--- src/rtl/twos_to_sign_mag.sv ---
// Bit-serial two's-complement to sign-magnitude decoder, LSB first.
// Each bit is copied until the first 1 is seen; later bits are inverted when the word is negative.
module twos_to_sign_mag #(
    parameter int unsigned WIDTH = 4
) (
    input  logic             clk,
    input  logic             rst,
    input  logic             in_valid,
    output logic             in_ready,
    input  logic [WIDTH-1:0] in_data,
    output logic             out_valid,
    input  logic             out_ready,
    output logic             out_sign,
    output logic [WIDTH-1:0] out_mag,
    output logic             busy
);

    localparam int unsigned        CNT_W = $clog2(WIDTH);
    localparam logic [CNT_W-1:0]   LAST  = CNT_W'(WIDTH - 1);

    typedef enum logic [1:0] {
        IDLE = 2'd0,
        CONV = 2'd1,
        DONE = 2'd2
    } state_t;

    state_t             state_q, state_d;
    logic [WIDTH-1:0]   shift_q, shift_d;
    logic [WIDTH-1:0]   mag_q,   mag_d;
    logic [CNT_W-1:0]   cnt_q,   cnt_d;
    logic               seen_q,  seen_d;
    logic               sign_q,  sign_d;
    logic               mag_bit;

    // State and datapath registers
    always_ff @(posedge clk or posedge rst) begin
        if (rst) begin
            state_q <= IDLE;
            shift_q <= '0;
            mag_q   <= '0;
            cnt_q   <= '0;
            seen_q  <= 1'b0;
            sign_q  <= 1'b0;
        end else begin
            state_q <= state_d;
            shift_q <= shift_d;
            mag_q   <= mag_d;
            cnt_q   <= cnt_d;
            seen_q  <= seen_d;
            sign_q  <= sign_d;
        end
    end

    // Next-state and datapath update
    always_comb begin
        state_d = state_q;
        shift_d = shift_q;
        mag_d   = mag_q;
        cnt_d   = cnt_q;
        seen_d  = seen_q;
        sign_d  = sign_q;
        mag_bit = 1'b0;

        case (state_q)
            IDLE: begin
                if (in_valid) begin
                    shift_d = in_data;
                    sign_d  = in_data[WIDTH-1];
                    mag_d   = '0;
                    cnt_d   = '0;
                    seen_d  = 1'b0;
                    state_d = CONV;
                end
            end
            CONV: begin
                // Magnitude fills from the top so bit i lands at index i after WIDTH shifts
                mag_bit = (sign_q && seen_q) ? ~shift_q[0] : shift_q[0];
                seen_d  = seen_q | shift_q[0];
                mag_d   = {mag_bit, mag_q[WIDTH-1:1]};
                shift_d = shift_q >> 1;
                cnt_d   = cnt_q + CNT_W'(1);
                if (cnt_q == LAST) begin
                    state_d = DONE;
                end
            end
            DONE: begin
                if (out_ready) begin
                    state_d = IDLE;
                end
            end
            default: state_d = IDLE;
        endcase
    end

    // in_ready is masked by rst because the state already reads IDLE during reset
    assign in_ready  = (state_q == IDLE) && !rst;
    assign out_valid = (state_q == DONE);
    assign busy      = (state_q != IDLE);
    assign out_sign  = sign_q;
    assign out_mag   = mag_q;

endmodule

--- config.mk ---
export PLATFORM = sky130hd
export DESIGN_NAME = twos_to_sign_mag
export DESIGN_NICKNAME = d
export VERILOG_FILES = /design/src/rtl/twos_to_sign_mag.sv
export SDC_FILE = /design/constraint.sdc
export NUM_CORES = 1
export LEC_CHECK = 0
export ABC_AREA = 1
export CAP_MARGIN = 40
export CORE_MARGIN = 2
export CORE_UTILIZATION = 30
export DETAILED_ROUTE_END_ITERATION = 10
export GPL_TIMING_DRIVEN = 0
export PLACE_DENSITY_LB_ADDON = 0.12
export SLEW_MARGIN = 10
export SYNTH_ARGS = -nofsm -noshare
export SYNTH_HDL_FRONTEND = slang
export SYNTH_SLANG_ARGS = --single-unit
--- constraint.sdc ---
create_clock -name clk -period 2.8 [get_ports clk]
set_input_delay 0.28 -clock clk [delete_from_list [all_inputs] [get_ports clk]]
set_output_delay 0.28 -clock clk [all_outputs]
set_load 0.03 [all_outputs]
# ---- After elaboration in Yosys (flattened, before gate mapping)
# Cells that the tools add are included.
dict set report totals {
  regBits 14
  latch_bits 0
  mem_bits_rw 0
  romBits 0
  in_bits 8
  elab_cells 37
  n_memories 0
}
dict set report op_classes {
  n_addsub 1
  multipliers 0
  div 0
  n_lt_le_gt_ge 0
  n_eq_ne 6
  shift 0
  muxes 13
  n_bitwise 2
  n_reduce_logical 9
}
# cell count
set ops {}
lappend ops {{4-bit one-hot mux with 2 select lines} 2}
lappend ops {{2-bit 2-to-1 mux} 4}
lappend ops {{4-bit 2-to-1 mux} 2}
lappend ops {{2-bit one-hot mux with 3 select lines} 1}
lappend ops {{2-bit == test (second input constant)} 2}
lappend ops {{2-bit inequality test (second input constant)} 2}
lappend ops {{2-bit one-hot mux with 2 select lines} 1}
lappend ops {{2-bit AND reduction} 2}
lappend ops {{2-bit nonzero test} 2}
lappend ops {{3-bit AND reduction} 1}
lappend ops {{2-bit by 1-bit adder with 2-bit output (second input constant)} 1}
lappend ops {{2-bit by 1-bit == test with 1-bit output (second input constant)} 1}
lappend ops {{1-bit logical AND} 2}
lappend ops {{2-bit logical NOT} 1}
lappend ops {{1-bit 2-to-1 mux} 2}
lappend ops {{2-bit by 1-bit inequality test with 1-bit output (second input constant)} 1}
lappend ops {{1-bit one-hot mux with 2 select lines} 1}
lappend ops {{1-bit logical NOT} 1}
lappend ops {{1-bit inverter} 1}
lappend ops {{1-bit OR} 1}

# ---- Longest topological paths before layout
# Gate-level depths: netlist of run 1.
dict set report depth {
  depth_word 3
  depth_mapped 6
}

# ---- Least setup slack after synthesis of run 1
# OpenSTA, ideal clock, no wires.
dict set report synth_timing {
  kind {register -> output}
  startpoint {reg state_q[0]}
  endpoint {out in_ready}
  t_arrival_ns 1.193
  slack_ns 1.327
  stages_incl_launch_ff 5
  path_buffers 1
  cell_sequence {dfrtp_1 > buf_6 > nor2_1 > inv_1 > nor2_1}
}
dict set report synth_via {
  elab_chain_cells 2
}
# element line
set synth_rtl {}
lappend synth_rtl {{start: declaration} 27} ;# state_t state_q, state_d;
lappend synth_rtl {{start signal: assignment} 45} ;# state_q <= state_d;
lappend synth_rtl {{2-bit logical NOT} 96} ;# assign in_ready = (state_q == IDLE) && !rst;
lappend synth_rtl {{1-bit logical AND} 96}
lappend synth_rtl {{end: declaration} 9} ;# output logic in_ready,
# No other way between the ends.

# ---- Worst setup path after layout of run 1
# Ends and elaborated chain as after synthesis.

==> impl_metrics.ini, run 1 <==
[floorplanning]
row_count = 16
die_y_um = 50.3
dieWidth_um = 50.3
dieArea_um2 = 2530
io-pin-count = 16
core_um2 = 2000
initial_core_util_pct = 32.2

[yosys]
async_flop_share_pct = 100
synth_top_area_share_pct = 54.4
syn_area_um2 = 644
synth_area_leaders = dfrtp_1 54%, nand2_1 22%, o21ai_0 3.9%
synth.most_common_cell = nand2_1
synth_edf_count = 0
synthesis.nets = 86
synthTopCellsByCount = 37 x nand2_1, 14 x dfrtp_1, 5 x inv_1, 5 x o21ai_0, 4 x nand3_1
synth_cell_types = 13
netlist_instances = 77
yosys_warnings = 0
synth_top_cell_by_area = dfrtp_1
synth.avg_cell_area_um2 = 8.37
synth_ff_type = dfrtp_1
ys_ff_latch = 14
synth-seq-area-share_pct = 54.4

[critical_path]
reg2reg_setup_slack_ps = 1750
r2r-start = state_q[0]
worstPathArrival_ps = 1720
start_kind = flop
rr_worst_depth = 5
crit_type = reg -> out
worstPathRequired_ps = 2520
crit_fanout = 9
reg2reg_to = out_sign
end_kind = output port

[detailed_routing]
ant_nets = 0
wl_um = 1270
vias = 536
drt_iter0_markers = 11
wl_per_cell_um = 10.4
dr.pass1.iters = 4
via_per_inst = 4.39
drcViolationCount = 0

[cts]
cts_made_buffers = 3
path_clk_slew_ps = 80
insertion_delay_ps = 270
cts_hold_repair.buffers = 0
post_cts_resized = 0
post-cts-setup-buffer-count = 0
cts_tree = built
root_buffer = clkbuf_4
cts_sinks = 14
clockBufferDepth = 2
htree_levels = 1

[placement]
gp_congestion = 0.779
dp_hpwl_um = 902
placedInstanceArea_um2 = 828
portBuffers = 15
place_ws_ps = 1040

[min_path]
hp-class = in -> async

[sta]
rsz0062_at_grt = false
fmaxAchievable_ghz = 0.500
clock_skew_ps = 1.18
setup_violations = 0
hold_violations = 0
worst_slew_pin_slew_ps = 552
finalCriticalPeriod_ps = 2000
holdWs_ps = 387
relSlewSlack_pct = 63.2
tns_ps = 0
slew_viol_final = 0
finalWorstSetupSlack_ps = 800
period_share_pct = 71.4

[layout]
synthToLayoutAreaGrowth_pct = 32.0
drive_gt1_share_pct = 9.47
multiInputGateArea_um2 = 249
final_nets = 106
final_area_um2 = 851
fill_cells = 215
n_antenna_cell = 0
regArea_um2 = 350

[global_routing]
grt_overflow = 0
grt_pass1_wl_um = 2280
grtUsageTotal_pct = 11.8
grt_max_degree = 15
antenna_found_initial = 0
grt_pass1_vias = 507

[pwr]
ir_drop_v = 0.000473
p_leak_nw = 0.427
power_density_nw_per_um2 = 1140

[run_status]
status = finished clean

[run]
drv_cap = 0
-- worst max path at each step --
stage / endpoint / startpoint / depth (start not counted) / slack (ps)
final: in_ready / state_q[0] / 5 / 800
after global routing: in_ready / state_q[0] / 5 / 720
after floorplan: in_ready / state_q[0] / 4 / 1330
after detailed placement: in_ready / rst / 3 / 1040
after global placement: in_ready / rst / 3 / 1050
after CTS: in_ready / state_q[0] / 5 / 780
-- registers in the layout (all words and copies together) (netlist names) --
| register | count |
|---|---|
| out_mag | 4 |
| shift_q | 4 |
| cnt_q | 2 |
| state_q | 2 |
| out_sign | 1 |
| seen_q | 1 |
-- per-stage QoR --
stage               util (%)  instances  total power (W)
floorplan                  -         77         0.000702
global placement        41.4        119         0.000865
detailed placement      41.4        119         0.000870
CTS                     42.5        122         0.000985
global route            42.5        122          0.00106
finish                  42.5        122         0.000970
-- critical path, stage by stage, from the launching register on --
cell	delay [ps]
dfrtp_1	380
buf_6	130
nor2_1	120
inv_1	70
nor2_1	80
clkdlybuf4s50_1	670
-- final cells by class --
type,count,share of cell area (%)
plain buffers,2,2.65
clock buffers,3,2.65
inverters,6,2.65
multi-input cells,55,29.3
flip-flops and latches,14,41.2
well taps,27,3.97
repair buffers,15,17.6
-- cell families after synthesis --
group,after synthesis,synth area share [%]
adders and majority gates,1,1.94
AOI/OAI and AO/OA,9,8.54
buffers and inverters,8,6.99
DFF,14,54.4
and+or+nand+nor,45,28.2
-- layout by cell type (no fill, tap or decap) --
cell type and count:
a21oi_1 1, buf_6 2, clkbuf_4 3, clkdlybuf4s50_1 15
dfrtp_1 14, ha_1 1, inv_1 5, inv_2 1
nand2_1 37, nand3_1 4, nor2_1 3, nor2_4 1
o21ai_0 5, o21ai_2 2, o31ai_1 1
-- routing by layer --
metal / up-vias / routed length, um / global-route usage [%]
li1: 279 / - / -
met2: 15 / 527 / 18.9
met4: 0 / 14 / 4.05
met3: 2 / 62 / 2.68
met5: - / 0 / 0
met1: 240 / 665 / 15.8
-- power breakdown --
group	internal (W)	switching, W	leakage [nW]
clock	0.0000497	0.0000607	0.0138
combinational	0.000204	0.000306	0.237
sequential	0.000288	0.0000610	0.176
total	0.000542	0.000428	0.427
Note: power is estimated with default switching activity, not from simulation.
==> run 2: changes to the inputs <==
==> constraint.sdc (replaced) <==
create_clock -name clk -period 1.95 [get_ports clk]
set_input_delay 0.195 -clock clk [delete_from_list [all_inputs] [get_ports clk]]
set_output_delay 0.195 -clock clk [all_outputs]
set_load 0.03 [all_outputs]
==> impl_metrics.ini, run 2 (synthesis results as in run 1) <==
[run_status]
status = finished clean

[sta]
setup_violations = 0
clock_skew_ps = 1.18
slew_viol_final = 0
worst_slew_pin_slew_ps = 552
finalCriticalPeriod_ps = 1750
finalWorstSetupSlack_ps = 196
rsz0062_at_grt = false
tns_ps = 0
fmaxAchievable_ghz = 0.570
period_share_pct = 90.0
holdWs_ps = 302
hold_violations = 0
relSlewSlack_pct = 63.2

[floorplanning]
row_count = 16
initial_core_util_pct = 32.2
core_um2 = 2000
io-pin-count = 16
die_y_um = 50.3
dieWidth_um = 50.3
dieArea_um2 = 2530

[critical_path]
cp_slowest_cell = clkdlybuf4s50_1
crit_type = reg -> out
start_kind = flop
worstPathArrival_ps = 1560
crit_chain = buf_6 > nor2_1 > inv_1 > clkdlybuf4s50_1
cp_num_buf_inv = 3
crit_fanout = 9
critical-path-top-delay-family = buffers and inverters
max_stage_delay_ps = 590
end_kind = output port
worstPathRequired_ps = 1750

[pwr]
ir_drop_v = 0.000679
pwr-share-clk_pct = 11.4
power_density_nw_per_um2 = 1630
swShare_pct = 44.1
internal_power_w = 0.000777
p_leak_nw = 0.442
seqPwrFrac_pct = 36.0
comb_power_share_pct = 52.6
p_switching_w = 0.000614

[layout]
fill_cells = 214
final_cell_mix = 37 x nand2_1, 14 x dfrtp_1, 14 x clkdlybuf4s50_1
final_nets = 106
final_common_cell = nand2_1
drive_gt1_share_pct = 9.47
n_antenna_cell = 0
synthToLayoutAreaGrowth_pct = 32.4
final_area_um2 = 853
finish.utilization_pct = 42.6

[placement]
place_ws_ps = 322
placedInstanceArea_um2 = 828
gp_congestion = 0.779
portBuffers = 15
dp_hpwl_um = 902

[cts]
htree_levels = 1
cts_made_buffers = 3
root_buffer = clkbuf_4
cts_sinks = 14
cts_tree = built
insertion_delay_ps = 270
post_cts_resized = 0
cts_hold_repair.buffers = 0
post-cts-setup-buffer-count = 0
clockBufferDepth = 2
path_clk_slew_ps = 80

[detailed_routing]
wl_um = 1270
drcViolationCount = 0
wl_per_cell_um = 10.4
vias = 536
drt_iter0_markers = 11
via_per_inst = 4.39
dr.pass1.iters = 4
ant_nets = 0

[global_routing]
grt_pass1_wl_um = 2280
grt_overflow = 0
grtUsageTotal_pct = 11.8
grt_max_degree = 15
antenna_found_initial = 0
grt_pass1_vias = 507

[min_path]
hp-class = in -> async

[run]
drv_cap = 0
==> run 2: cell count changes in the layout (fill, tap and decap cells not counted) <==
cell / previous run / this run
clkdlybuf4s50_1: 15 / 14
dlymetal6s2s_1: 0 / 1
==> run 2: layout make-up <==
type / instances / area [um2] / share of cell area [%]
Buffer: 2 / 22.5 / 2.64
Clock buffer: 3 / 22.5 / 2.64
Inverter: 6 / 22.5 / 2.64
Multi-Input combinational cell: 55 / 249 / 29.2
Sequential cell: 14 / 350 / 41.1
Tap cell: 27 / 33.8 / 3.96
Timing Repair Buffer: 15 / 153 / 17.9
==> run 2: worst register-to-register path, delay by kind of cell (launching register included) <==
| family | cells | cell delay, ps |
|---|---|---|
| compound gates | 1 | 70 |
| simple gates | 3 | 350 |
| flops | 1 | 380 |
| buf+inv | 1 | 130 |
==> run 2: stage by stage <==
step	total power [W]	cells
finish	0.00139	122
global route	0.00152	122
CTS	0.00141	122
detailed placement	0.00125	119
global placement	0.00124	119
floorplan	0.00101	77
==> run 2: layer usage <==
metal | global-route usage [%] | wire, um
met4 | 4.05 | 14
met5 | 0 | 0
met1 | 15.8 | 665
met3 | 2.68 | 65
met2 | 18.9 | 527
==> run 2: path summary, 6_finish.rpt <==
check | start | endpoint | slack, ps | depth (start not counted)
worst max-delay path | state_q[0] | busy | 200 | 4
worst min-delay path | rst | state_q[0] | 300 | 2
worst max register to register | state_q[0] | out_sign | 900 | 5
worst min register to register | out_mag[0] | out_mag[0] | 470 | 2
max in group asynchronous | rst | out_mag[0] | 1290 | 2
min in group clk | out_mag[0] | out_mag[0] | 470 | 2
==> run 2: power by group through the flow <==
stage               logic [W]  clock network [W]  registers, W
floorplan            0.000436                  0      0.000572
global placement     0.000741                  0      0.000501
detailed placement   0.000743                  0      0.000506
CTS                  0.000745           0.000167      0.000502
global route         0.000826           0.000177      0.000516
finish               0.000731           0.000158      0.000501
==> run 3: changes to the inputs <==
--- a/config.mk
+++ b/config.mk
@@ -8,10 +8,11 @@
 export ABC_AREA = 1
 export CAP_MARGIN = 40
 export CORE_MARGIN = 2
-export CORE_UTILIZATION = 30
+export CORE_UTILIZATION = 46
 export DETAILED_ROUTE_END_ITERATION = 10
+export GPL_ROUTABILITY_DRIVEN = 0
 export GPL_TIMING_DRIVEN = 0
-export PLACE_DENSITY_LB_ADDON = 0.12
+export PLACE_DENSITY = 0.76
 export SLEW_MARGIN = 10
 export SYNTH_ARGS = -nofsm -noshare
 export SYNTH_HDL_FRONTEND = slang
==> impl_metrics.ini, run 3 (synthesis results as in run 1) <==
[run_status]
status = finished clean

[global_routing]
grt_overflow = 0
grt_max_degree = 15
grt_pass1_wl_um = 2280
antenna_found_initial = 0
grt_pass1_vias = 519
grtUsageTotal_pct = 17.1

[min_path]
hp-class = in -> async

[cts]
htree_levels = 1
insertion_delay_ps = 280
path_clk_slew_ps = 90
cts_tree = built
cts_made_buffers = 3
post-cts-setup-buffer-count = 0
cts_sinks = 14
root_buffer = clkbuf_4
clockBufferDepth = 2

[critical_path]
worstPathRequired_ps = 1750
end_kind = output port
crit_type = reg -> out
start_kind = flop
worstPathArrival_ps = 1570
crit_fanout = 7

[sta]
hold_violations = 0
clock_skew_ps = 2.58
setup_violations = 0
fmaxAchievable_ghz = 0.568
tns_ps = 0
period_share_pct = 90.3
rsz0062_at_grt = false
relSlewSlack_pct = 64.9
finalCriticalPeriod_ps = 1760
holdWs_ps = 278
worst_slew_pin_slew_ps = 526
finalWorstSetupSlack_ps = 189
slew_viol_final = 0

[detailed_routing]
dr.pass1.iters = 8
via_per_inst = 5.09
ant_nets = 0
vias = 565
wl_per_cell_um = 11.1
wl_um = 1240
drt_iter0_markers = 10
drcViolationCount = 0

[pwr]
seqPwrFrac_pct = 34.8
comb_power_share_pct = 50.8
swShare_pct = 43.4
internal_power_w = 0.000817
p_leak_nw = 0.438
finalPower_w = 0.00144
pwr-share-clk_pct = 14.4
ir_drop_v = 0.000786
power_density_nw_per_um2 = 1700
p_switching_w = 0.000627

[layout]
n_antenna_cell = 0
final_cell_mix = 37 x nand2_1, 14 x dfrtp_1, 14 x clkdlybuf4s50_1
synthToLayoutAreaGrowth_pct = 31.7
drive_gt1_share_pct = 10.4
final_nets = 106
final_common_cell = nand2_1

[placement]
portBuffers = 15
dp_hpwl_um = 916
place_ws_ps = 294

[run]
drv_cap = 0

[floorplanning]
die_y_um = 41.4
row_count = 13
dieArea_um2 = 1720
dieWidth_um = 41.4
io-pin-count = 16
initial_core_util_pct = 49.5
core_um2 = 1300
[run 3: layout make-up]
cell class	instances	area, um2
sequential	14	350
fill	126	453
tap	15	18.8
buffer	2	22.5
multi-input combinational	55	249
inverter	6	22.5
timing repair buffer	15	149
clock buffer	4	36.3
[run 3: routing by layer]
layer	GRT usage, %	vias to the layer above	wire, um	part of all wire, %
met4	7.10	0	6	0.49
met2	26.3	20	604	49
met3	4.78	2	74	6.0
met5	0	-	0	0
li1	-	279	-	-
met1	22.7	264	551	45
[run 3: power by group through the flow]
stage / clock network (W) / logic, W / registers (W)
after floorplan: 0 / 0.000436 / 0.000572
after global placement: 0 / 0.000723 / 0.000499
after detailed placement: 0 / 0.000742 / 0.000507
after CTS: 0.000213 / 0.000740 / 0.000502
after global routing: 0.000229 / 0.000819 / 0.000522
final: 0.000208 / 0.000734 / 0.000502
[run 3: worst max-delay path, cell delays in order (launching register included)]
cell             delay (ps)
dfrtp_1                 420
inv_2                   100
nor2_1                   90
clkdlybuf4s50_1         670
[run 3: timing repair]
item | in CTS | in global routing
hold buffers | 0 | 0
gates resized for setup | 1 | 0
setup endpoints to repair | 1 | 0
[run 3: final timing paths]
check | start | endpoint | slack, ps | cells past startpoint
max in group asynchronous | rst | out_sign | 1320 | 2
min reg2reg | out_mag[0] | out_mag[0] | 480 | 2
min in group clk | out_mag[0] | out_mag[0] | 480 | 2
max reg2reg | state_q[0] | shift_q[3] | 900 | 5
min | rst | out_mag[0] | 280 | 2
max | state_q[1] | out_valid | 190 | 3
[run 3: per-stage QoR]
stage          cells  cell area (um2)  utilization [%]
2_1_floorplan     77              644                -
3_3_place_gp     107              813             62.5
3_5_place_dp     107              813             62.5
4_1_cts          111              848             65.2
5_1_grt          111              848             65.2
6_report         111              848             65.2
